**config.mk**
```make
export PLATFORM = sky130hd
export DESIGN_NAME = button_event_decoder
export DESIGN_NICKNAME = d
export VERILOG_FILES = /design/src/rtl/button_event_decoder.sv
export SDC_FILE = /design/constraint.sdc
export NUM_CORES = 1
export LEC_CHECK = 0
export ABC_AREA = 1
export CAP_MARGIN = 40
export CORE_MARGIN = 2
export CORE_UTILIZATION = 35
export DETAILED_ROUTE_END_ITERATION = 10
export PLACE_DENSITY_LB_ADDON = 0.1
export SETUP_SLACK_MARGIN = 0.2
export SYNTH_ARGS = -nofsm -noshare
export SYNTH_HDL_FRONTEND = slang
export SYNTH_SLANG_ARGS = --single-unit
```
**constraint.sdc**
```tcl
create_clock -name clk -period 4.25 [get_ports clk]
set_clock_uncertainty 0.2 [all_clocks]
set_input_delay 1.0625 -clock clk [delete_from_list [all_inputs] [get_ports clk]]
set_output_delay 1.0625 -clock clk [all_outputs]
set_load 0.005 [all_outputs]
```
**src/rtl/button_event_decoder.sv**
```systemverilog
// -----------------------------------------------------------------------------
// button_event_decoder
//
// Turns a debounced button level into discrete gesture events:
//   short  (01) - one press released before LONG_CYCLES, then no second press
//                 within DCLICK_CYCLES of the release
//   long   (10) - press held for LONG_CYCLES; nothing more until release
//   double (11) - press, release, and a second press started within the
//                 double-click window, reported when the second press ends
//
// Events are offered on a valid/ready handshake. An event raised while an
// earlier one is still waiting is dropped and evt_overflow latches until rst.
//
// Optional feature (define BTN_EVT_CNT_EN): adds evt_count, an 8-bit wrapping
// count of accepted handshakes.
//
// Parameters
//   LONG_CYCLES    held cycles that qualify as a long press (>= 2)
//   DCLICK_CYCLES  max release-to-second-press gap for a double click (>= 2)
//
// Ports
//   clk           system clock, rising edge
//   rst           synchronous active-high reset
//   btn_level     debounced button level, 1 = pressed
//   evt_valid     event presented
//   evt_code      event kind (01 short, 10 long, 11 double)
//   evt_ready     consumer accepts when evt_valid & evt_ready at a rising edge
//   evt_overflow  sticky: an event was dropped
//   evt_count     (BTN_EVT_CNT_EN only) accepted-event count, wraps at 255
// -----------------------------------------------------------------------------
module button_event_decoder #(
  parameter int unsigned LONG_CYCLES   = 50000000,
  parameter int unsigned DCLICK_CYCLES = 15000000
) (
  input  logic       clk,
  input  logic       rst,
  input  logic       btn_level,
  output logic       evt_valid,
  output logic [1:0] evt_code,
  input  logic       evt_ready,
  output logic       evt_overflow
`ifdef BTN_EVT_CNT_EN
  ,
  output logic [7:0] evt_count
`endif
);

  // Counter wide enough for the larger of the two windows, plus one bit.
  localparam int unsigned CntMax = (LONG_CYCLES > DCLICK_CYCLES) ? LONG_CYCLES : DCLICK_CYCLES;
  localparam int unsigned CntW   = $clog2(CntMax) + 1;

  localparam logic [CntW-1:0] LongLast   = CntW'(LONG_CYCLES - 1);
  localparam logic [CntW-1:0] DclickLast = CntW'(DCLICK_CYCLES - 1);
  localparam logic [CntW-1:0] CntOne     = CntW'(1);

  localparam logic [1:0] CodeNone   = 2'b00;
  localparam logic [1:0] CodeShort  = 2'b01;
  localparam logic [1:0] CodeLong   = 2'b10;
  localparam logic [1:0] CodeDouble = 2'b11;

  typedef enum logic [2:0] {
    StIdle,
    StPress1,
    StLongHeld,
    StWait2,
    StPress2
  } state_e;

  state_e          state_q, state_d;
  logic [CntW-1:0] cnt_q, cnt_d;

  // An event raised by a state transition is staged here for one cycle, so it
  // reaches the outputs on the cycle after the transition that produced it.
  logic       raise_q, raise_d;
  logic [1:0] raise_code_q, raise_code_d;

  logic       evt_valid_q, evt_valid_d;
  logic [1:0] evt_code_q, evt_code_d;
  logic       evt_overflow_q, evt_overflow_d;
  logic       accept;

  // ---------------------------------------------------------------------------
  // Gesture FSM: state register
  // ---------------------------------------------------------------------------
  always_ff @(posedge clk) begin
    if (rst) begin
      state_q      <= StIdle;
      cnt_q        <= '0;
      raise_q      <= 1'b0;
      raise_code_q <= CodeNone;
    end else begin
      state_q      <= state_d;
      cnt_q        <= cnt_d;
      raise_q      <= raise_d;
      raise_code_q <= raise_code_d;
    end
  end

  // ---------------------------------------------------------------------------
  // Gesture FSM: next state, counter and event raise
  // Each counting state leaves at its terminal count, so cnt never wraps.
  // ---------------------------------------------------------------------------
  always_comb begin
    state_d      = state_q;
    cnt_d        = cnt_q;
    raise_d      = 1'b0;
    raise_code_d = CodeNone;

    unique case (state_q)
      StIdle: begin
        if (btn_level) begin
          state_d = StPress1;
          cnt_d   = '0;
        end
      end

      StPress1: begin
        if (!btn_level) begin
          state_d = StWait2;
          cnt_d   = '0;
        end else if (cnt_q == LongLast) begin
          state_d      = StLongHeld;
          raise_d      = 1'b1;
          raise_code_d = CodeLong;
        end else begin
          cnt_d = cnt_q + CntOne;
        end
      end

      // Long already reported; the rest of the hold is silent.
      StLongHeld: begin
        if (!btn_level) begin
          state_d = StIdle;
        end
      end

      StWait2: begin
        if (btn_level) begin
          state_d = StPress2;
        end else if (cnt_q == DclickLast) begin
          state_d      = StIdle;
          raise_d      = 1'b1;
          raise_code_d = CodeShort;
        end else begin
          cnt_d = cnt_q + CntOne;
        end
      end

      // Second press of a double click: length is irrelevant, only release.
      StPress2: begin
        if (!btn_level) begin
          state_d      = StIdle;
          raise_d      = 1'b1;
          raise_code_d = CodeDouble;
        end
      end

      default: begin
        state_d = StIdle;
        cnt_d   = '0;
      end
    endcase
  end

  // ---------------------------------------------------------------------------
  // Event output register with valid/ready handshake
  // ---------------------------------------------------------------------------
  assign accept = evt_valid_q & evt_ready;

  always_comb begin
    evt_valid_d    = evt_valid_q;
    evt_code_d     = evt_code_q;
    evt_overflow_d = evt_overflow_q;

    if (raise_q) begin
      // The slot is free if empty or being emptied on this same edge, which
      // lets back-to-back events flow with no gap cycle.
      if (!evt_valid_q || accept) begin
        evt_valid_d = 1'b1;
        evt_code_d  = raise_code_q;
      end else begin
        evt_overflow_d = 1'b1;
      end
    end else if (accept) begin
      evt_valid_d = 1'b0;
    end
  end

  always_ff @(posedge clk) begin
    if (rst) begin
      evt_valid_q    <= 1'b0;
      evt_code_q     <= CodeNone;
      evt_overflow_q <= 1'b0;
    end else begin
      evt_valid_q    <= evt_valid_d;
      evt_code_q     <= evt_code_d;
      evt_overflow_q <= evt_overflow_d;
    end
  end

  assign evt_valid    = evt_valid_q;
  assign evt_code     = evt_code_q;
  assign evt_overflow = evt_overflow_q;

`ifdef BTN_EVT_CNT_EN
  // ---------------------------------------------------------------------------
  // Accepted-handshake counter, wraps naturally at 8 bits
  // ---------------------------------------------------------------------------
  logic [7:0] evt_count_q, evt_count_d;

  always_comb begin
    evt_count_d = evt_count_q;
    if (accept) begin
      evt_count_d = evt_count_q + 8'd1;
    end
  end

  always_ff @(posedge clk) begin
    if (rst) begin
      evt_count_q <= 8'd0;
    end else begin
      evt_count_q <= evt_count_d;
    end
  end

  assign evt_count = evt_count_q;
`endif

endmodule

```
### Word level (Yosys, flattened, before mapping)

Index checks and enable logic that the tools add are counted.

| word-level totals | value |
|---|---|
| bits in registers | 37 |

| operators by class | value |
|---|---|
| $add $sub $neg | 1 |
| equal/unequal tests | 14 |
| multiplexer cells | 28 |
| bitwise operators | 3 |
| reduce and logical (&&, ||, !) cells | 10 |

Operator list:

| kind | count |
|---|---|
| two-way mux 27 bit | 5 |
| one-hot mux 27 bit (4 select lines) | 1 |
| adder 27 x 1 -> 27 bit, second input constant | 1 |
| equality test 27 x 24 -> 1 bit, second input constant | 1 |
| equality test 27 x 26 -> 1 bit, second input constant | 1 |
| two-way mux 3 bit | 6 |
| one-hot mux 3 bit (4 select lines) | 1 |
| two-way mux 1 bit | 10 |
| inequality test 3 bit, second input constant | 3 |
| inequality test 2 bit, second input constant | 4 |
| equality test 3 x 2 -> 1 bit, second input constant | 2 |
| two-way mux 2 bit | 3 |
| one-hot mux 2 bit (3 select lines) | 1 |
| AND reduction 2 bit | 3 |
| AND reduction 5 bit | 1 |
| AND reduction 4 bit | 1 |
| equality test 3 x 1 -> 1 bit, second input constant | 1 |
| equality test 3 bit, second input constant | 1 |
| zero test 3 bit | 1 |
| one-hot mux 1 bit (3 select lines) | 1 |
| inequality test 2 x 1 -> 1 bit, second input constant | 1 |
| NOT 1 bit | 2 |
| nonzero test 2 bit | 1 |
| OR reduction 2 bit | 1 |
| other kinds (3) | 3 |

### Logic depth before layout (Yosys ltp)

| logic depth | value |
|---|---|
| word-level depth | 4 |
| depth in mapped cells | 14 |
| gate-level depth less buffers | 12 |

### Least setup slack after synthesis

OpenSTA, ideal clock, no wires.

| path | value |
|---|---|
| kind | input-to-reg |
| from | input btn_level |
| to | register cnt_q[17] |
| arrival time | 1.919 ns |
| data required time | 3.924 ns |
| setup slack | 2.005 ns |
| stages | 8 |
| buffers on the path | 0 |
| cells stage by stage | inv_1 nor2_1 nand3_2 nand2_2 inv_4 nand2_8 o21ai_1 nor2_1 |

| between the ends | value |
|---|---|
| cells in the longest elaborated chain, start to end | 2 |

Ends and longest elaborated chain:

| element | RTL line | source |
|---|---|---|
| start: declaration | 37 | `input logic btn_level,` |
| inequality test 3 bit (no source line) (tied with other cells) | - |  |
| AND reduction 5 bit (no source line) / one-hot mux 27 bit (4 select lines) (equally long branches) | - |  |
| end signal: assignment | 93 | `cnt_q <= cnt_d;` |
| end: declaration | 70 | `logic [CntW-1:0] cnt_q, cnt_d;` |

Parallel ways exist; a longest one is shown, timed or not.
A chain may end at the register's enable or synchronous reset.

### Worst setup path in the final report

Same ends and word-level chain as after synthesis.

==> impl_results.md <==
* Final hold violations at 0
* FF-to-FF path depth at 11
* DR WL/cell at 13.4 um
* Die height at 91.4 um
* Routing usage on met2 at 0.306
* Static leakage at 0.00119 uW
* Clk sinks at 37
* Internal at 668 uW
* Worst-path clk slew at 0.08 ns
* Pins over their slew limit at 0
* Antenna-violating nets left at 0
* Routability congestion estimate at 0.914
* CP startpoint kind: primary input
* Die ar. at 0.00836 mm^2
* Pre-antenna DRT Iters at 5
* Crit Reg-Reg Startpoint: cnt_q[0]
* Outcome: finished clean
* Arr. time, crit path at 2.83 ns
* Non-filler cells, final at 563
* Worst hold endpoint: evt_overflow
* Grt peak-use layer: met2
* Drt initial violations at 138
* Post-Synthesis Cells at 456
* Area grow syn2layout at 11.0%
* Worst path slowest cell: clkdlybuf4s50_1
* Hold Crit Depth at 1
* Distinct cell type count after synthesis at 38
* Initial Util at 0.365
* Peak VDD IR at 0.000125 V
* I/O pin count at 8
* R2R Setup Slk at 2.11 ns
* Fraction of layout cells with a size suffix above 1 at 0.0862
* Sw Share at 0.351
* Setup slack after layout at 1.40 ns
* R2R Path End: cnt_q[17]
* Gates resized, CTS repair at 0
* Critical Path Most Common Cell: inv_1
* CP max FO at 19
* Switching power at 361 uW
* Largest net degree at the start of global routing at 23
* Clk_lat worst skew at 0.30 ns
* Post-CTS Setup Repair Bufs at 0
* Max Freq at 0.351 GHz
* Hold-fix buffer count after cts at 0
* Tightest Pin Transition at 0.486 ns
* Clock root cell: clkbuf_8
* Dpl cells at 555
* Critical Path RT at 4.23 ns
* CTS Buf Count at 5
* Minimum clock period at 2.85 ns
* Synth Net Count at 461
* Yosys warning total at 0
* First-pass GRT wire length at 12800 um
* Worst path max stage delay at 0.46 ns
* Comb power frac at 0.269
* PD cells at 346 mW/mm^2
* Drt via density at 5.01
* Post-layout util at 0.405
* Clock power share at 0.363
* Remaining global-route overflow at 0
* Htree depth at 2
* CP Cell Sequence: clkdlybuf4s50_1 -> buf_4 -> inv_1 -> nand3_1 -> nand2_1 -> inv_1 -> nand2_2 -> inv_4 -> nand2_8 -> o21ai_1 -> nor2_1
* Share of power burned in registers at 0.368
* Die span in x at 91.4 um
* Syn_area_per_cell at 5.87 um^2
* Hold WC Path Type: reg -> reg
* Max_cap viols at 0
* Slew headroom at 0.674
* GR Util met3 at 0.0282
* Post-synthesis register bit count at 37
* N_diodes at 0
* RSZ-0062 raised after global routing: false
* Period utilisation layout at 0.671
* TritonCTS clock tree: built
* Detailed Place HPWL at 5760 um
* Setup TNS Final at 0 ns
* GR Util All Layers at 0.189
* Fin Hold WS at 0.269 ns
* Clk buf depth at 2
* Seq/Total Area, Yosys at 0.277
* Crit end category: flip-flop
* Antenna violations before repair at 0
* Routed vias at 2821
* Met1 usage at 0.263
* DRC Markers at 0
* Nets at 468
* Crit path kind: in -> reg
* Hold_sp: evt_overflow
* Cell Area, Synth at 0.00268 mm^2
* Dpl ws at 1.06 ns
* Core area at 0.00733 mm^2
* Number of port buffers at 7
* # setup viols final at 0
* Vias in the first global route at 2683
* Post-Route WL at 7520 um
* Rows at 31
metrics by stage:
step / total power (uW) / area (um^2)
floorplan: 599 / 2680
global placement: 663 / 2840
detailed placement: 663 / 2840
CTS: 1040 / 2970
global route: 1090 / 2970
finish: 1030 / 2970
worst max path at each step:
stage	start	to	slack [ns]	depth (start not counted)
floorplan	btn_level	cnt_q[17]	2.01	8
global placement	btn_level	cnt_q[1]	1.09	11
detailed placement	btn_level	cnt_q[17]	1.06	11
CTS	btn_level	cnt_q[17]	1.37	11
global route	btn_level	cnt_q[17]	1.15	11
finish	btn_level	cnt_q[17]	1.40	11
placed cells by master (no fill, tap or decap), drive strengths merged, types with 3 or more instances in the layout:
| cell type | instances |
|---|---|
| nand4 | 14 |
| a21oi | 22 |
| inv | 57 |
| buf | 4 |
| clkdlybuf4s50 | 7 |
| dfxtp | 37 |
| o21bai | 3 |
| nand3 | 44 |
| clkbuf | 5 |
| nand2 | 161 |
| nor3 | 8 |
| o21ai | 16 |
| nor2 | 67 |
layer usage:
| metal | vias to the layer above | wire length [um] | part of all wire |
|---|---|---|---|
| li1 | 1472 | - | - |
| met2 | 65 | 3380 | 0.45 |
| met5 | - | 0 | 0 |
| met3 | 9 | 349 | 0.046 |
| met1 | 1275 | 3680 | 0.49 |
| met4 | 0 | 106 | 0.014 |
flip-flops by register name, indices dropped and copies added (netlist names):
register / flops
evt_overflow: 1
state_q: 3
raise_code_q: 2
raise_q: 1
evt_code: 2
cnt_q: 27
evt_valid: 1
area by class of cell:
class | count | area, um^2
fill | 795 | 4360
multi-input combinational | 351 | 1660
sequential | 37 | 741
inverter | 57 | 216
tap | 99 | 124
timing repair buffer | 11 | 100
clock buffer | 5 | 68.8
clock inverter | 3 | 65.1
cells in the mapped netlist (all sizes together):
| library cell | number | area [um^2] |
|---|---|---|
| clkbuf | 3 | 11.3 |
| a21oi | 22 | 121 |
| ha | 1 | 12.5 |
| nand4 | 14 | 87.6 |
| buf | 8 | 52.6 |
| nand3 | 44 | 225 |
| nor2 | 67 | 303 |
| and3 | 2 | 12.5 |
| xor2 | 1 | 8.76 |
| nand2 | 161 | 643 |
| a211oi | 2 | 15.0 |
| o21a | 1 | 7.51 |
| dfxtp | 37 | 741 |
| a31oi | 1 | 6.26 |
| nor4 | 1 | 6.26 |
| nand3b | 1 | 7.51 |
| o21bai | 3 | 22.5 |
| inv | 57 | 216 |
| a21boi | 1 | 7.51 |
| and2 | 1 | 6.26 |
| o2111a | 2 | 22.5 |
| nor3 | 8 | 45.0 |
| nor3b | 2 | 15.0 |
| o21ai | 16 | 80.1 |
power by group through the flow:
| stage | registers, uW | clock network [uW] | logic (uW) |
|---|---|---|---|
| floorplan | 381 | 0 | 219 |
| global placement | 387 | 0 | 276 |
| detailed placement | 387 | 0 | 276 |
| CTS | 379 | 386 | 277 |
| global route | 381 | 397 | 314 |
| finish | 379 | 374 | 276 |
cell families (layout without fill, tap and decap cells):
family	after synthesis	after routing	synth area share
AOI/OAI and AO/OA	48	48	0.106
adders and majority gates	1	1	0.00467
and+or+nand+nor	301	301	0.505
buffers and inverters	68	76	0.105
xor gates and xnor gates	1	1	0.00327
DFF	37	37	0.277
worst max-delay path, delay by kind of cell:
| family | cells | cell delay [ns] |
|---|---|---|
| simple gates | 5 | 0.48 |
| buf+inv | 5 | 1.00 |
| compound gates | 1 | 0.30 |
No activity file was read; power rests on OpenSTA's default activity.
